**config.mk**
```make
export PLATFORM = sky130hd
export DESIGN_NAME = gpp_mc_core_flat
export DESIGN_NICKNAME = d
export VERILOG_FILES = /design/src/rtl/gpp_mc_if.sv /design/src/rtl/gpp_mc_core.sv /design/src/flat_wrapper.sv
export SDC_FILE = /design/constraint.sdc
export NUM_CORES = 1
export LEC_CHECK = 0
export BUFFER_PORTS_ARGS = -buffer_cell sky130_fd_sc_hd__buf_2
export CORE_AREA = 5 5 223 225
export DETAILED_ROUTE_END_ITERATION = 8
export DIE_AREA = 0 0 228 230
export PLACE_DENSITY = 0.56
export RECOVER_POWER = 100
export SYNTH_ARGS = -nofsm -noshare
export SYNTH_HDL_FRONTEND = slang
export SYNTH_SLANG_ARGS = --single-unit
```
**constraint.sdc**
```tcl
create_clock -name clk -period 6.5 [get_ports clk]
set_clock_uncertainty 0.05 [all_clocks]
set_input_delay 0.325 -clock clk [delete_from_list [all_inputs] [get_ports clk]]
set_output_delay 0.325 -clock clk [all_outputs]
set_load 0.01 [all_outputs]
```
**src/rtl/gpp_mc_if.sv**
```systemverilog
// rtl/gpp_mc_if.sv - instruction/data memory bus bundle for the multi-cycle core
//
// Ports carried:
//   imem_req/imem_addr (core -> mem), imem_rdata/imem_ack (mem -> core)
//   dmem_req/dmem_we/dmem_addr/dmem_wdata (core -> mem), dmem_rdata/dmem_ack (mem -> core)
//   halted/retire_cnt (core status)
// Modports: master = core side, slave = memory/observer side.
interface gpp_mc_if #(
    parameter int DW = 16,
    parameter int AW = 16
);
    logic          imem_req;
    logic [AW-1:0] imem_addr;
    logic [15:0]   imem_rdata;
    logic          imem_ack;

    logic          dmem_req;
    logic          dmem_we;
    logic [AW-1:0] dmem_addr;
    logic [DW-1:0] dmem_wdata;
    logic [DW-1:0] dmem_rdata;
    logic          dmem_ack;

    logic          halted;
    logic [31:0]   retire_cnt;

    modport master (
        output imem_req, imem_addr,
        input  imem_rdata, imem_ack,
        output dmem_req, dmem_we, dmem_addr, dmem_wdata,
        input  dmem_rdata, dmem_ack,
        output halted, retire_cnt
    );

    modport slave (
        input  imem_req, imem_addr,
        output imem_rdata, imem_ack,
        input  dmem_req, dmem_we, dmem_addr, dmem_wdata,
        output dmem_rdata, dmem_ack,
        input  halted, retire_cnt
    );
endinterface

```
**src/rtl/gpp_mc_core.sv**
```systemverilog
// rtl/gpp_mc_core.sv - multi-cycle core, 16-bit instructions, 8 x DW register file
//
// Parameters: DW datapath width (16..64), AW address width (AW <= DW),
//             RESET_PC fetch address after reset.
// Ports: clk, rst (async, active-high), bus (gpp_mc_if.master):
//   instruction fetch via imem_req/imem_addr/imem_rdata/imem_ack,
//   loads/stores via dmem_req/dmem_we/dmem_addr/dmem_wdata/dmem_rdata/dmem_ack,
//   halted and 32-bit retire_cnt status outputs.
module gpp_mc_core #(
    parameter int            DW       = 16,
    parameter int            AW       = 16,
    parameter logic [AW-1:0] RESET_PC = '0
) (
    input logic       clk,
    input logic       rst,
    gpp_mc_if.master  bus
);
    localparam int SW = $clog2(DW);

    localparam logic [4:0] OP_NOP  = 5'b00000;
    localparam logic [4:0] OP_ADD  = 5'b00001;
    localparam logic [4:0] OP_SUB  = 5'b00010;
    localparam logic [4:0] OP_AND  = 5'b00011;
    localparam logic [4:0] OP_OR   = 5'b00100;
    localparam logic [4:0] OP_XOR  = 5'b00101;
    localparam logic [4:0] OP_SHL  = 5'b00110;
    localparam logic [4:0] OP_SHR  = 5'b00111;
    localparam logic [4:0] OP_SLTU = 5'b01000;
    localparam logic [4:0] OP_LDI  = 5'b01001;
    localparam logic [4:0] OP_LD   = 5'b01010;
    localparam logic [4:0] OP_ST   = 5'b01011;
    localparam logic [4:0] OP_BEQZ = 5'b01100;
    localparam logic [4:0] OP_JR   = 5'b01101;
    localparam logic [4:0] OP_HALT = 5'b11111;

    typedef enum logic [2:0] {
        S_IDLE,
        S_FETCH,
        S_EXEC,
        S_MEM,
        S_WB,
        S_HALT
    } state_t;

    state_t        state_q, state_d;
    logic [AW-1:0] pc_q, pc_d;
    logic [15:0]   ir_q, ir_d;
    logic [DW-1:0] regs_q [0:7];
    logic [DW-1:0] regs_d [0:7];
    logic [DW-1:0] res_q, res_d;
    logic          imem_req_q, imem_req_d;
    logic          dmem_req_q, dmem_req_d;
    logic          dmem_we_q, dmem_we_d;
    logic [AW-1:0] dmem_addr_q, dmem_addr_d;
    logic [DW-1:0] dmem_wdata_q, dmem_wdata_d;
    logic          halted_q, halted_d;
    logic [31:0]   retire_q, retire_d;

    logic [4:0]    op;
    logic [2:0]    rd_idx, rs_idx, rt_idx;
    logic [7:0]    imm8;
    logic [DW-1:0] rs_val, rt_val, rd_val, imm_sx, alu_res;
    logic          is_alu;

    assign op     = ir_q[15:11];
    assign rd_idx = ir_q[10:8];
    assign rs_idx = ir_q[7:5];
    assign rt_idx = ir_q[4:2];
    assign imm8   = ir_q[7:0];

    // regs_q[0] is held at zero by the update logic, so direct indexing gives R0 = 0
    assign rs_val = regs_q[rs_idx];
    assign rt_val = regs_q[rt_idx];
    assign rd_val = regs_q[rd_idx];
    assign imm_sx = {{(DW-8){imm8[7]}}, imm8};
    assign is_alu = (op >= OP_ADD) && (op <= OP_SLTU);

    always_comb begin
        alu_res = '0;
        case (op)
            OP_ADD:  alu_res = rs_val + rt_val;
            OP_SUB:  alu_res = rs_val - rt_val;
            OP_AND:  alu_res = rs_val & rt_val;
            OP_OR:   alu_res = rs_val | rt_val;
            OP_XOR:  alu_res = rs_val ^ rt_val;
            OP_SHL:  alu_res = rs_val << rt_val[SW-1:0];
            OP_SHR:  alu_res = rs_val >> rt_val[SW-1:0];
            OP_SLTU: alu_res = {{(DW-1){1'b0}}, (rs_val < rt_val)};
            default: alu_res = '0;
        endcase
    end

    always_comb begin
        state_d      = state_q;
        pc_d         = pc_q;
        ir_d         = ir_q;
        regs_d       = regs_q;
        res_d        = res_q;
        dmem_we_d    = dmem_we_q;
        dmem_addr_d  = dmem_addr_q;
        dmem_wdata_d = dmem_wdata_q;
        halted_d     = halted_q;
        retire_d     = retire_q;

        case (state_q)
            S_IDLE: begin
                state_d = S_FETCH;
            end
            S_FETCH: begin
                // qualify with our own request so a stray ack is never consumed
                if (bus.imem_ack && imem_req_q) begin
                    ir_d    = bus.imem_rdata;
                    pc_d    = pc_q + AW'(1);
                    state_d = S_EXEC;
                end
            end
            S_EXEC: begin
                if (is_alu) begin
                    res_d   = alu_res;
                    state_d = S_WB;
                end else begin
                    case (op)
                        OP_LDI: begin
                            res_d   = imm_sx;
                            state_d = S_WB;
                        end
                        OP_LD, OP_ST: begin
                            dmem_addr_d  = rs_val[AW-1:0];
                            dmem_we_d    = (op == OP_ST);
                            dmem_wdata_d = rd_val;
                            state_d      = S_MEM;
                        end
                        OP_BEQZ: begin
                            // pc_q already holds fetch address + 1
                            if (rd_val == '0) begin
                                pc_d = pc_q + imm_sx[AW-1:0];
                            end
                            retire_d = retire_q + 32'd1;
                            state_d  = S_FETCH;
                        end
                        OP_JR: begin
                            pc_d     = rs_val[AW-1:0];
                            retire_d = retire_q + 32'd1;
                            state_d  = S_FETCH;
                        end
                        OP_HALT: begin
                            halted_d = 1'b1;
                            retire_d = retire_q + 32'd1;
                            state_d  = S_HALT;
                        end
                        default: begin
                            retire_d = retire_q + 32'd1;
                            state_d  = S_FETCH;
                        end
                    endcase
                end
            end
            S_MEM: begin
                if (bus.dmem_ack && dmem_req_q) begin
                    if (dmem_we_q) begin
                        retire_d = retire_q + 32'd1;
                        state_d  = S_FETCH;
                    end else begin
                        res_d   = bus.dmem_rdata;
                        state_d = S_WB;
                    end
                    dmem_we_d = 1'b0;
                end
            end
            S_WB: begin
                regs_d[rd_idx] = res_q;
                retire_d       = retire_q + 32'd1;
                state_d        = S_FETCH;
            end
            S_HALT: begin
                state_d = S_HALT;
            end
            default: begin
                state_d = S_IDLE;
            end
        endcase

        regs_d[0] = '0;

        // requests are registered: they rise together with entry into the owning state
        imem_req_d = (state_d == S_FETCH);
        dmem_req_d = (state_d == S_MEM);
    end

    always_ff @(posedge clk or posedge rst) begin
        if (rst) begin
            state_q      <= S_IDLE;
            pc_q         <= RESET_PC;
            ir_q         <= '0;
            for (int i = 0; i < 8; i++) begin
                regs_q[i] <= '0;
            end
            res_q        <= '0;
            imem_req_q   <= 1'b0;
            dmem_req_q   <= 1'b0;
            dmem_we_q    <= 1'b0;
            dmem_addr_q  <= '0;
            dmem_wdata_q <= '0;
            halted_q     <= 1'b0;
            retire_q     <= '0;
        end else begin
            state_q      <= state_d;
            pc_q         <= pc_d;
            ir_q         <= ir_d;
            regs_q       <= regs_d;
            res_q        <= res_d;
            imem_req_q   <= imem_req_d;
            dmem_req_q   <= dmem_req_d;
            dmem_we_q    <= dmem_we_d;
            dmem_addr_q  <= dmem_addr_d;
            dmem_wdata_q <= dmem_wdata_d;
            halted_q     <= halted_d;
            retire_q     <= retire_d;
        end
    end

    assign bus.imem_req   = imem_req_q;
    assign bus.imem_addr  = pc_q;
    assign bus.dmem_req   = dmem_req_q;
    assign bus.dmem_we    = dmem_we_q;
    assign bus.dmem_addr  = dmem_addr_q;
    assign bus.dmem_wdata = dmem_wdata_q;
    assign bus.halted     = halted_q;
    assign bus.retire_cnt = retire_q;
endmodule

```
**src/flat_wrapper.sv**
```systemverilog
// flat-port wrapper written by rule: the top's interface ports become plain ports
module gpp_mc_core_flat 
#(
    parameter int            DW       = 16,
    parameter int            AW       = 16,
    parameter logic [AW-1:0] RESET_PC = '0
)
  (clk, rst, bus_imem_req, bus_imem_addr, bus_imem_rdata, bus_imem_ack, bus_dmem_req, bus_dmem_we, bus_dmem_addr, bus_dmem_wdata, bus_dmem_rdata, bus_dmem_ack, bus_halted, bus_retire_cnt);
  gpp_mc_if #(.DW(DW), .AW(AW)) bus_i ();
  input logic clk;
  input logic rst;
  output wire logic [$bits(bus_i.imem_req)-1:0] bus_imem_req;
  output wire logic [$bits(bus_i.imem_addr)-1:0] bus_imem_addr;
  input wire logic [$bits(bus_i.imem_rdata)-1:0] bus_imem_rdata;
  input wire logic [$bits(bus_i.imem_ack)-1:0] bus_imem_ack;
  output wire logic [$bits(bus_i.dmem_req)-1:0] bus_dmem_req;
  output wire logic [$bits(bus_i.dmem_we)-1:0] bus_dmem_we;
  output wire logic [$bits(bus_i.dmem_addr)-1:0] bus_dmem_addr;
  output wire logic [$bits(bus_i.dmem_wdata)-1:0] bus_dmem_wdata;
  input wire logic [$bits(bus_i.dmem_rdata)-1:0] bus_dmem_rdata;
  input wire logic [$bits(bus_i.dmem_ack)-1:0] bus_dmem_ack;
  output wire logic [$bits(bus_i.halted)-1:0] bus_halted;
  output wire logic [$bits(bus_i.retire_cnt)-1:0] bus_retire_cnt;
  assign bus_imem_req = bus_i.imem_req;
  assign bus_imem_addr = bus_i.imem_addr;
  assign bus_i.imem_rdata = bus_imem_rdata;
  assign bus_i.imem_ack = bus_imem_ack;
  assign bus_dmem_req = bus_i.dmem_req;
  assign bus_dmem_we = bus_i.dmem_we;
  assign bus_dmem_addr = bus_i.dmem_addr;
  assign bus_dmem_wdata = bus_i.dmem_wdata;
  assign bus_i.dmem_rdata = bus_dmem_rdata;
  assign bus_i.dmem_ack = bus_dmem_ack;
  assign bus_halted = bus_i.halted;
  assign bus_retire_cnt = bus_i.retire_cnt;
  gpp_mc_core #(.DW(DW), .AW(AW), .RESET_PC(RESET_PC)) u_core (.clk(clk), .rst(rst), .bus(bus_i));
endmodule
```
Word-level counts from Yosys, hierarchy flattened --
Cells that the tools add are included.
Cells by class: add/sub/neg operators 5, multiply operators 0, div/mod/pow operators 0, magnitude comparators 7, eq/ne operators 31, shift-type cells 2, mux-type cells 38, bitwise gates (word level) 7, reductions and logical operators 19
Operators by type and width (number):
- 16-bit two-way mux | 14
- 16-bit binary-select mux with 3-bit select | 3
- 128-bit bitwise mux | 1
- 32-bit two-way mux | 4
- 16-bit case mux with 8 select lines | 1
- 16-bit case mux with 2 select lines | 3
- 32-bit case mux with 3 select lines | 1
- 16-bit demux with 3-bit select | 1
- 16-bit adder | 2
- 32-bit by 1-bit adder with 32-bit output (second input constant) | 1
- 5-bit by 4-bit equality test with 1-bit output (second input constant) | 6
- 5-bit by 3-bit equality test with 1-bit output (second input constant) | 4
- 16-bit by 1-bit adder with 16-bit output (second input constant) | 1
- 16-bit bitwise AND | 1
- 16-bit logical NOT | 1
- 16-bit less-than comparator | 1
- 16-bit bitwise OR | 1
- 16-bit by 4-bit left shift with 16-bit output | 1
- 16-bit by 4-bit right shift with 16-bit output | 1
- 16-bit subtractor | 1
- 16-bit bitwise XOR | 1
- 3-bit case mux with 5 select lines | 1
- 4-bit >= comparator (second input constant) | 3
- 3-bit two-way mux | 4
- other kinds (27) | 51
Word-level totals: bits in registers 231, latch bits 0, memory bits (writable) 0, bits in read-only memories 0, input port bits 36, output and inout port bits 84, word-level logic and storage cells 127, memories 0

Depth between registers and ports, before layout --
Gate-level depths: netlist (run 1).
depth in word-level cells 9, gate-level depth with buffers 18, mapped depth without buffers 15

Worst setup path after synthesis (run 1) --
No wires, ideal clock.
path kind register -> register, start point reg u_core.ir_q[4], end point reg u_core.res_q[15], setup time 0.082 ns, data arrival time 3.917 ns, required time 6.368 ns, setup slack 2.451 ns, stages on the path, launching flop included 18, buffers on the path 5, period minus slack after synthesis 4.049 ns, cell sequence dfrtp_1 > buf_6 > buf_2 > buf_1 > clkbuf_1 > mux4_2 > mux2i_1 > ha_1 > clkbuf_1 > nor3_1 > o21ai_0 > a21oi_1 > a22oi_1 > a221o_1 > nor4_1 > mux2i_1 > nand2_1 > a31oi_1
Between the ends: word-level cells in the longest chain between the ends 8, elaborated cells on any way between the ends 14, those cells by class 2 x add/sub; 2 x shift; 6 x mux; 4 x bitwise
RTL lines:
- from (decl) | RTL line gpp_mc_core.sv:47 | logic [15:0] ir_q, ir_d;
- from (signal assigned) | RTL line gpp_mc_core.sv:209 | ir_q <= ir_d;
- 3-bit NOT with 4-bit output (implied by the code) (*) | RTL line gpp_mc_core.sv:73 | assign rt_val = regs_q[rt_idx];
- 16-bit binary-select mux with 3-bit select (*) | RTL line gpp_mc_core.sv:73
- 16-bit two-way mux (implied by the code) (*) (2 in series) | RTL line gpp_mc_core.sv:73
- 16-bit subtractor, or another cell as far along | RTL line gpp_mc_core.sv:82 | OP_SUB: alu_res = rs_val - rt_val;
- 16-bit case mux with 8 select lines (*) | RTL line gpp_mc_core.sv:80 | case (op)
- 16-bit two-way mux (*) | RTL line gpp_mc_core.sv:118 | if (is_alu) begin
- 16-bit case mux with 2 select lines (*) | RTL line gpp_mc_core.sv:105 | case (state_q)
- to (signal assigned) | RTL line gpp_mc_core.sv:211 | res_q <= res_d;
- to (decl) | RTL line gpp_mc_core.sv:50 | logic [DW-1:0] res_q, res_d;
Mark *: on every way between the ends. The rest lies on a longest branch, timed or not. The select of a mux whose other input is x is not followed. A chain may end at the register's enable or synchronous reset.

Final worst setup path (run 1) --
start point reg u_core.ir_q[10], end point reg u_core.pc_q[15] (netlist: u_core.bus.imem_addr[15])
Between the ends: word-level cells in the longest chain between the ends 7
RTL lines:
- 3-bit NOT with 4-bit output (implied by the code) | RTL line gpp_mc_core.sv:74 | assign rd_val = regs_q[rd_idx];
- 16-bit binary-select mux with 3-bit select | RTL line gpp_mc_core.sv:74
- 16-bit two-way mux (implied by the code) (2 in series) | RTL line gpp_mc_core.sv:74
- 16-bit logical NOT | RTL line gpp_mc_core.sv:135 | if (rd_val == '0) begin
- 3-bit by 2-bit != test with 1-bit output (no source line)
- 5-bit AND reduction (no source line)
- to (signal assigned) | RTL line gpp_mc_core.sv:208 | pc_q <= pc_d;
- to (decl) | RTL line gpp_mc_core.sv:46 | logic [AW-1:0] pc_q, pc_d;
No other way between the ends. The select of a mux whose other input is x is not followed.

==> results of run 1 <==
[kinds of logic after synthesis]
group	count (synthesis)	share of synthesized area (%)
AO/OA/AOI/OAI	411	17.4
buffers and inverters	175	4.85
adder cells (fa/ha/maj)	71	5.53
XOR/XNOR	56	2.98
multiplexers	307	22.9
flip-flops	231	35.1
AND/OR/NAND/NOR	394	11.3
[area by class of cell]
type,count,area (um^2)
fillers,4702,28800
multi-input cells,1239,9880
flip-flops and latches,231,5780
repair buffers,166,861
clock buffers,36,812
well taps,615,769
inverters,73,275
clock inverters,16,196
diodes,2,5.00
[state kept, by name, summed over array words and instances (netlist names)]
name                   cells
u_core.bus.imem_req        1
u_core.ir_q               16
u_core.bus.dmem_wdata     16
u_core.bus.dmem_we         1
u_core.bus.halted          1
u_core.regs_q            112
u_core.bus.retire_cnt     32
u_core.bus.imem_addr      16
u_core.bus.dmem_addr      16
u_core.state_q             3
u_core.bus.dmem_req        1
u_core.res_q              16
[power groups by stage]
stage                     clock (mW)  sequential (mW)  combinational [mW]
after floorplan                    0             2.39                4.37
after global placement             0             2.77                5.78
after detailed placement           0             2.80                5.81
after CTS                       1.74             2.78                5.85
after global routing            1.80             2.87                6.39
final                           1.70             2.81                5.87
[worst paths after layout]
check                           depth (start not counted)                                    end  slack, ps                                  start
worst max-delay path                                   10   u_core.bus.imem_addr[15]$_DFFE_PP0P_        760            u_core.ir_q[10]$_DFFE_PP0P_
worst min-delay path                                    4            u_core.res_q[7]$_DFFE_PP0P_        140                      bus_dmem_rdata[7]
worst max register to register                         10   u_core.bus.imem_addr[15]$_DFFE_PP0P_        760            u_core.ir_q[10]$_DFFE_PP0P_
worst min register to register                          1  u_core.bus.retire_cnt[31]$_DFFE_PP0P_        420  u_core.bus.retire_cnt[31]$_DFFE_PP0P_
max in group asynchronous                               4  u_core.bus.retire_cnt[24]$_DFFE_PP0P_       1900                                    rst
min in group asynchronous                               3          u_core.regs_q[88]$_DFFE_PP0P_        270                                    rst
[metrics by stage]
stage	cell area [um^2]	hold slack [ps]
final	18600	140
after global routing	18600	139
after detailed placement	17600	254
after floorplan	16500	426
after global placement	17600	242
after CTS	18700	116
[critical path: stages, from the launching register on]
cell	delay, ps
dfrtp_1	1100
clkbuf_1	1270
mux2_1	400
a221o_1	280
o21ai_0	190
o21ai_0	370
nor4_1	390
nand4_1	250
and3_1	600
or4_1	640
nand3_1	80
[metal layers]
metal / vias up / wire, um
li1: 6313 / -
met1: 7136 / 25200
met2: 618 / 26200
met3: 135 / 4740
met4: 4 / 2650
met5: - / 40
[what timing repair did]
item / 4_1_cts / 5_1_grt
setup buffers: 0 / 0
endpoints found under the hold margin: 26 / 0
hold buffers: 17 / 0
[layout by cell type, fill, tap and decap left out, types with 11 or more instances in the layout]
cell	instances
dfrtp_1	230
mux2_2	183
nor2_1	116
nand2_1	115
o21ai_0	102
clkbuf_1	91
mux2i_1	73
a21oi_1	68
ha_1	68
inv_1	67
xnor2_1	43
a221oi_1	41
nand3_1	38
buf_2	35
mux4_2	34
clkbuf_16	29
a221o_1	26
nor3_1	25
buf_4	23
nand3b_1	17
dlygate4sd3_1	17
a211oi_1	15
nand2b_1	14
and3_1	14
o22ai_1	14
xor2_1	13
nor2b_1	12
mux2_1	12
o21ai_2	12
a21o_1	12
nand4_1	12
a31oi_1	12
a22o_1	12
o31ai_1	11
==> impl_metrics.csv, run 1 <==
group,metric,value,unit
outcome,status,"complete, but fails checks",
outcome,violations,"max-capacitance violations, max-slew violations",
final_layout,syn2layout_area_growth,12.8,%
sta,slew_violations,361,
synthesis,postSynth.asyncResetShare,100,%
floorplanning,initial_utilization,34.8,%
detailed_routing,drt-pass1-iter-count,6,
detailed_routing,avgRoutedWirePerCell,24.7,um
pwr,p_switching,5.08,mW
synthesis,ys.flop_type,"dfrtp_1",
pwr,total_leakage_power,8.28,nW
floorplanning,die_area,52400,um^2
placed_design,dp_slack,1440,ps
grt,grt_usage,21.6,%
run,drv_cap,6,
pwr,peakVddDrop,0.000252,V
synthesis,synth_cells,1645,
cts,cts_tree,"done",
synthesis,synth_commonest_cells,"dfrtp_1, mux2_2, nor2_1",
sta,slew_headroom,-172,%
final_layout,nets,1846,
setup_path,crit_fanout,31,
synthesis,synth-edff-count,0,
final_layout,drive_above_1_share,20.6,%
final_layout,utilization,39.2,%
floorplanning,die_w,228,um
grt,grt_overflow,0,
floorplanning,pin_count,120,
detailed_routing,ant_nets,0,
placed_design,gp_congestion,0.904,
pwr,p_comb_share,56.6,%
sta,postLayoutSetupSlackWorst,763,ps
floorplanning,rows,80,
sta,setup_tns,0,ps
cts,ctsRootBufferMaster,"clkbuf_16",
setup_path,cp.required,6930,ps
worst_hold_path,hold_path_class,"in2reg",
grt,grt_busiest_layer,"met2",
pwr,internal-power,5.30,mW
grt,antenna_found_initial,2,
synthesis,syn_area,16500,um^2
setup_path,endpoint_kind,"register",
grt,grt_max_degree,146,
cts,clk-insertion-delay-late,550,ps
pwr,p_sw_share,48.9,%
cts,clk_path_buf_depth,3,
detailed_routing,drt-total-wl,58.8,mm
sta,period_share,88.3,%
sta,max_slew.worst_pin.slew,4080,ps
floorplanning,coreArea,47300,um^2
grt,grtUsageMet1,29.5,%
synthesis,synthTopCellsByArea,"dfrtp_1, mux2_2, ha_1, mux4_2, mux2i_1",
synthesis,netlist.area_leader.share,35.1,%
pwr,seqPwrFrac,27.0,%
placed_design,dp.cells,2307,
sta,hold_viol,0,
grt,grt_first_pass_wirelength,89.6,mm
detailed_routing,drt-initial-drc-count,1453,
synthesis,yosysWarnings,0,
synthesis,post-synth-top-count-cell,"dfrtp_1",
pwr,power.density,559,nW/um^2
placed_design,post-dp-hpwl,41.7,mm
sta,finalSetupViolations,0,
grt,grt_use_met2,33.4,%
synthesis,synth_cell_types,79,
synthesis,synth.net_count,1752,
sta,fmaxAchievable,0.174,GHz
synthesis,synth_area_per_cell,10.0,um^2
setup_path,start_kind,"register",
cts,htreeDepth,1,
setup_path,arrival,6170,ps
sta,rsz0062_at_grt,"false",
cts,cts_buffers,28,
grt,grt_pass1_vias,14100,
floorplanning,dieHeight,230,um
synthesis,yosys.area.top_type,"dfrtp_1",
grt,use_met3,5.00,%
synthesis,synth.ff_latch_count,231,
cts,cts_sinks,231,
sta,fin_crit,5740,ps
setup_path,critPathKind,"reg2reg",
detailed_routing,route.detailed.drc,0,
placed_design,io_buffers,119,
synthesis,ys_seq_area_share,35.1,%
final_layout,layout.cells.non_filler,2378,
detailed_routing,viasPerCell,5.97,
detailed_routing,via_count,14200,
cts,cts_resized,0,
pwr,power,10.4,mW
cts,cts.clk_slew.worst_paths,60,ps
pwr,clkPwrFrac,16.4,%
Power figures use the tool's default switching activity.
==> run 2: changes to the inputs <==
--- a/config.mk
+++ b/config.mk
@@ -9,7 +9,6 @@
 export CORE_AREA = 5 5 223 225
 export DETAILED_ROUTE_END_ITERATION = 8
 export DIE_AREA = 0 0 228 230
-export PLACE_DENSITY = 0.56
 export RECOVER_POWER = 100
 export SYNTH_ARGS = -nofsm -noshare
 export SYNTH_HDL_FRONTEND = slang
==> run 2 against run 1 <==
The flow still finishes with violations (max-capacitance violations, max-slew violations). Routed wire length fell by 2.9%. Largest cell class unchanged. Hold slack got worse by 31 ps. Die area did not move. Sequential cell count did not move. Highest routed layer unchanged. Largest power group unchanged. Design area barely moved. Combinational power rose by 1%. Sequential share of layout area barely moved. Via count rose by 0.46%. Global-route usage fell by 0.64 points.
==> impl_metrics.csv, run 2 (same netlist as run 1, synthesis figures left out) <==
group,metric,value,unit
setup_path,rr_endpoint,"u_core.bus.imem_addr[15]$_DFFE_PP0P_",
detailed_routing,avgRoutedWirePerCell,24.0,um
cts,htreeDepth,1,
outcome,violations,"max-capacitance violations, max-slew violations",
cts,clk-insertion-delay-late,580,ps
pwr,power.density,558,nW/um^2
final_layout,drive_above_1_share,20.3,%
detailed_routing,ant_nets,0,
sta,whs,109,ps
worst_hold_path,min_path_cells,4,
grt,grt_overflow,0,
detailed_routing,drt-initial-drc-count,1461,
worst_hold_path,holdPathEnd,"u_core.res_q[3]$_DFFE_PP0P_",
setup_path,crit_fanout,31,
final_layout,syn2layout_area_growth,12.9,%
sta,fmaxAchievable,0.186,GHz
pwr,peakVddDrop,0.000268,V
floorplanning,dieHeight,230,um
floorplanning,pin_count,120,
grt,grt_pass1_vias,14000,
run,drv_cap,3,
placed_design,dp_slack,1670,ps
placed_design,io_buffers,119,
cts,ctsRootBufferMaster,"clkbuf_16",
detailed_routing,viasPerCell,6.00,
detailed_routing,via_count,14300,
cts,cts_buffers,29,
final_layout,nets,1847,
final_layout,regMostFlops,"u_core.regs_q",
sta,period_share,82.5,%
cts,cts_tree,"done",
sta,hold_viol,0,
setup_path,crit_path_max_incr_delay,820,ps
setup_path,cp.required,6960,ps
sta,finalSetupViolations,0,
sta,max_slew.worst_pin.slew,4290,ps
floorplanning,rows,80,
setup_path,crit_top_cell,"o21ai_0",
detailed_routing,drt-pass1-iter-count,8,
setup_path,reg2reg_slack,1140,ps
final_layout,final_common_cell,"dfrtp_1",
setup_path,r2r_start,"u_core.ir_q[8]$_DFFE_PP0P_",
sta,setup_tns,0,ps
setup_path,arrival,5820,ps
grt,antenna_found_initial,1,
final_layout,fillCellCount,4675,
grt,grt_max_degree,172,
setup_path,critical_path.top_delay_family,"simple AND/OR/NAND/NOR gates",
sta,slew_headroom,-186,%
worst_hold_path,hp-start,"bus_dmem_rdata[3]",
placed_design,post-dp-hpwl,40.0,mm
grt,grt_usage,20.9,%
floorplanning,die_area,52400,um^2
setup_path,endpoint_kind,"register",
cts,clk_path_buf_depth,3,
outcome,status,"complete, but fails checks",
floorplanning,coreArea,47300,um^2
worst_hold_path,hold_path_class,"in2reg",
sta,postLayoutSetupSlackWorst,1140,ps
setup_path,critPathSlowestCell,"clkbuf_1",
floorplanning,initial_utilization,34.8,%
cts,post_cts_buffers,0,
setup_path,start_kind,"register",
placed_design,gp_congestion,0.956,
sta,slew_violations,259,
sta,rsz0062_at_grt,"false",
pwr,total_leakage_power,8.27,nW
detailed_routing,drt-total-wl,57.1,mm
setup_path,r2r.worst_path.cells,9,
final_layout,largest_reg_flops,112,
setup_path,cp_cell_sequence,"clkbuf_1 -> mux4_2 -> o21ai_0 -> o21ai_0 -> nor4_1 -> nand4_1 -> and3_1 -> or4_1 -> nand3_1",
setup_path,critPathKind,"reg2reg",
cts,cts_sinks,231,
setup_path,crit_buf_inv,1,
cts,cts.clk_slew.worst_paths,60,ps
grt,grt_first_pass_wirelength,87.2,mm
floorplanning,die_w,228,um
final_layout,mostFrequentLayoutCells,"dfrtp_1, mux2_2, nor2_1",
detailed_routing,route.detailed.drc,0,
sta,fin_crit,5360,ps
## run 2: worst register-to-register path, stage by stage (launching register included)
cell and delay, ps:
dfrtp_1 700, clkbuf_1 830, mux4_2 600, o21ai_0 610, o21ai_0 320, nor4_1 430
nand4_1 330, and3_1 680, or4_1 670, nand3_1 80
## run 2: power by group
| group | internal (mW) | leakage (nW) | switching, mW |
|---|---|---|---|
| Sequential | 1.93 | 3.03 | 0.763 |
| Clock | 1.08 | 0.500 | 0.666 |
| Combinational | 2.32 | 4.75 | 3.61 |
## run 2: per-layer routing
layer	part of all wire, %	GRT usage, %	wire [um]	up-vias
li1	-	-	-	6326
met1	41	27.5	23600	7177
met2	47	34.1	26600	632
met3	8.4	4.84	4780	135
met4	3.7	7.43	2120	2
met5	0.023	0	13	-
## run 2: cell type report
cell class | count | area [um^2] | area share, %
clock buffer | 39 | 823 | 4.43
sequential | 231 | 5780 | 31.1
inverter | 73 | 278 | 1.49
multi-input combinational | 1239 | 9870 | 53.1
antenna | 2 | 5.00 | 0.0269
clock inverter | 12 | 199 | 1.07
timing repair buffer | 166 | 861 | 4.63
tap | 615 | 769 | 4.14
## run 2: worst max-delay path by stage
| stage | depth (start not counted) | to | slack (ps) | from |
|---|---|---|---|---|
| final | 9 | u_core.bus.imem_addr[15]$_DFFE_PP0P_ | 1140 | u_core.ir_q[8]$_DFFE_PP0P_ |
| after global routing | 9 | u_core.bus.imem_addr[4]$_DFFE_PP0P_ | 770 | u_core.ir_q[8]$_DFFE_PP0P_ |
| after CTS | 15 | u_core.res_q[14]$_DFFE_PP0P_ | 1650 | u_core.ir_q[4]$_DFFE_PP0P_ |
| after detailed placement | 15 | u_core.res_q[14]$_DFFE_PP0P_ | 1670 | u_core.ir_q[4]$_DFFE_PP0P_ |
| after global placement | 15 | u_core.res_q[14]$_DFFE_PP0P_ | 1680 | u_core.ir_q[4]$_DFFE_PP0P_ |
| after floorplan | 17 | u_core.res_q[15]$_DFFE_PP0P_ | 2450 | u_core.ir_q[4]$_DFFE_PP0P_ |
## run 2: repair_timing
item	CTS	global route
hold buffers	16	0
hold endpoints to repair	16	0
resized for setup	0	0
endpoints found under the setup margin	0	0
## run 2: metrics by stage
| step | instance area [um^2] | std cells | total power, mW | utilization, % |
|---|---|---|---|---|
| 2_1_floorplan | 16500 | 1645 | 6.76 | - |
| 3_3_place_gp | 17600 | 2308 | 8.46 | 37.1 |
| 3_5_place_dp | 17600 | 2308 | 8.53 | 37.1 |
| 4_1_cts | 18800 | 2375 | 10.3 | 39.6 |
| 5_1_grt | 18600 | 2375 | 11.0 | 39.3 |
| 6_report | 18600 | 2377 | 10.4 | 39.3 |
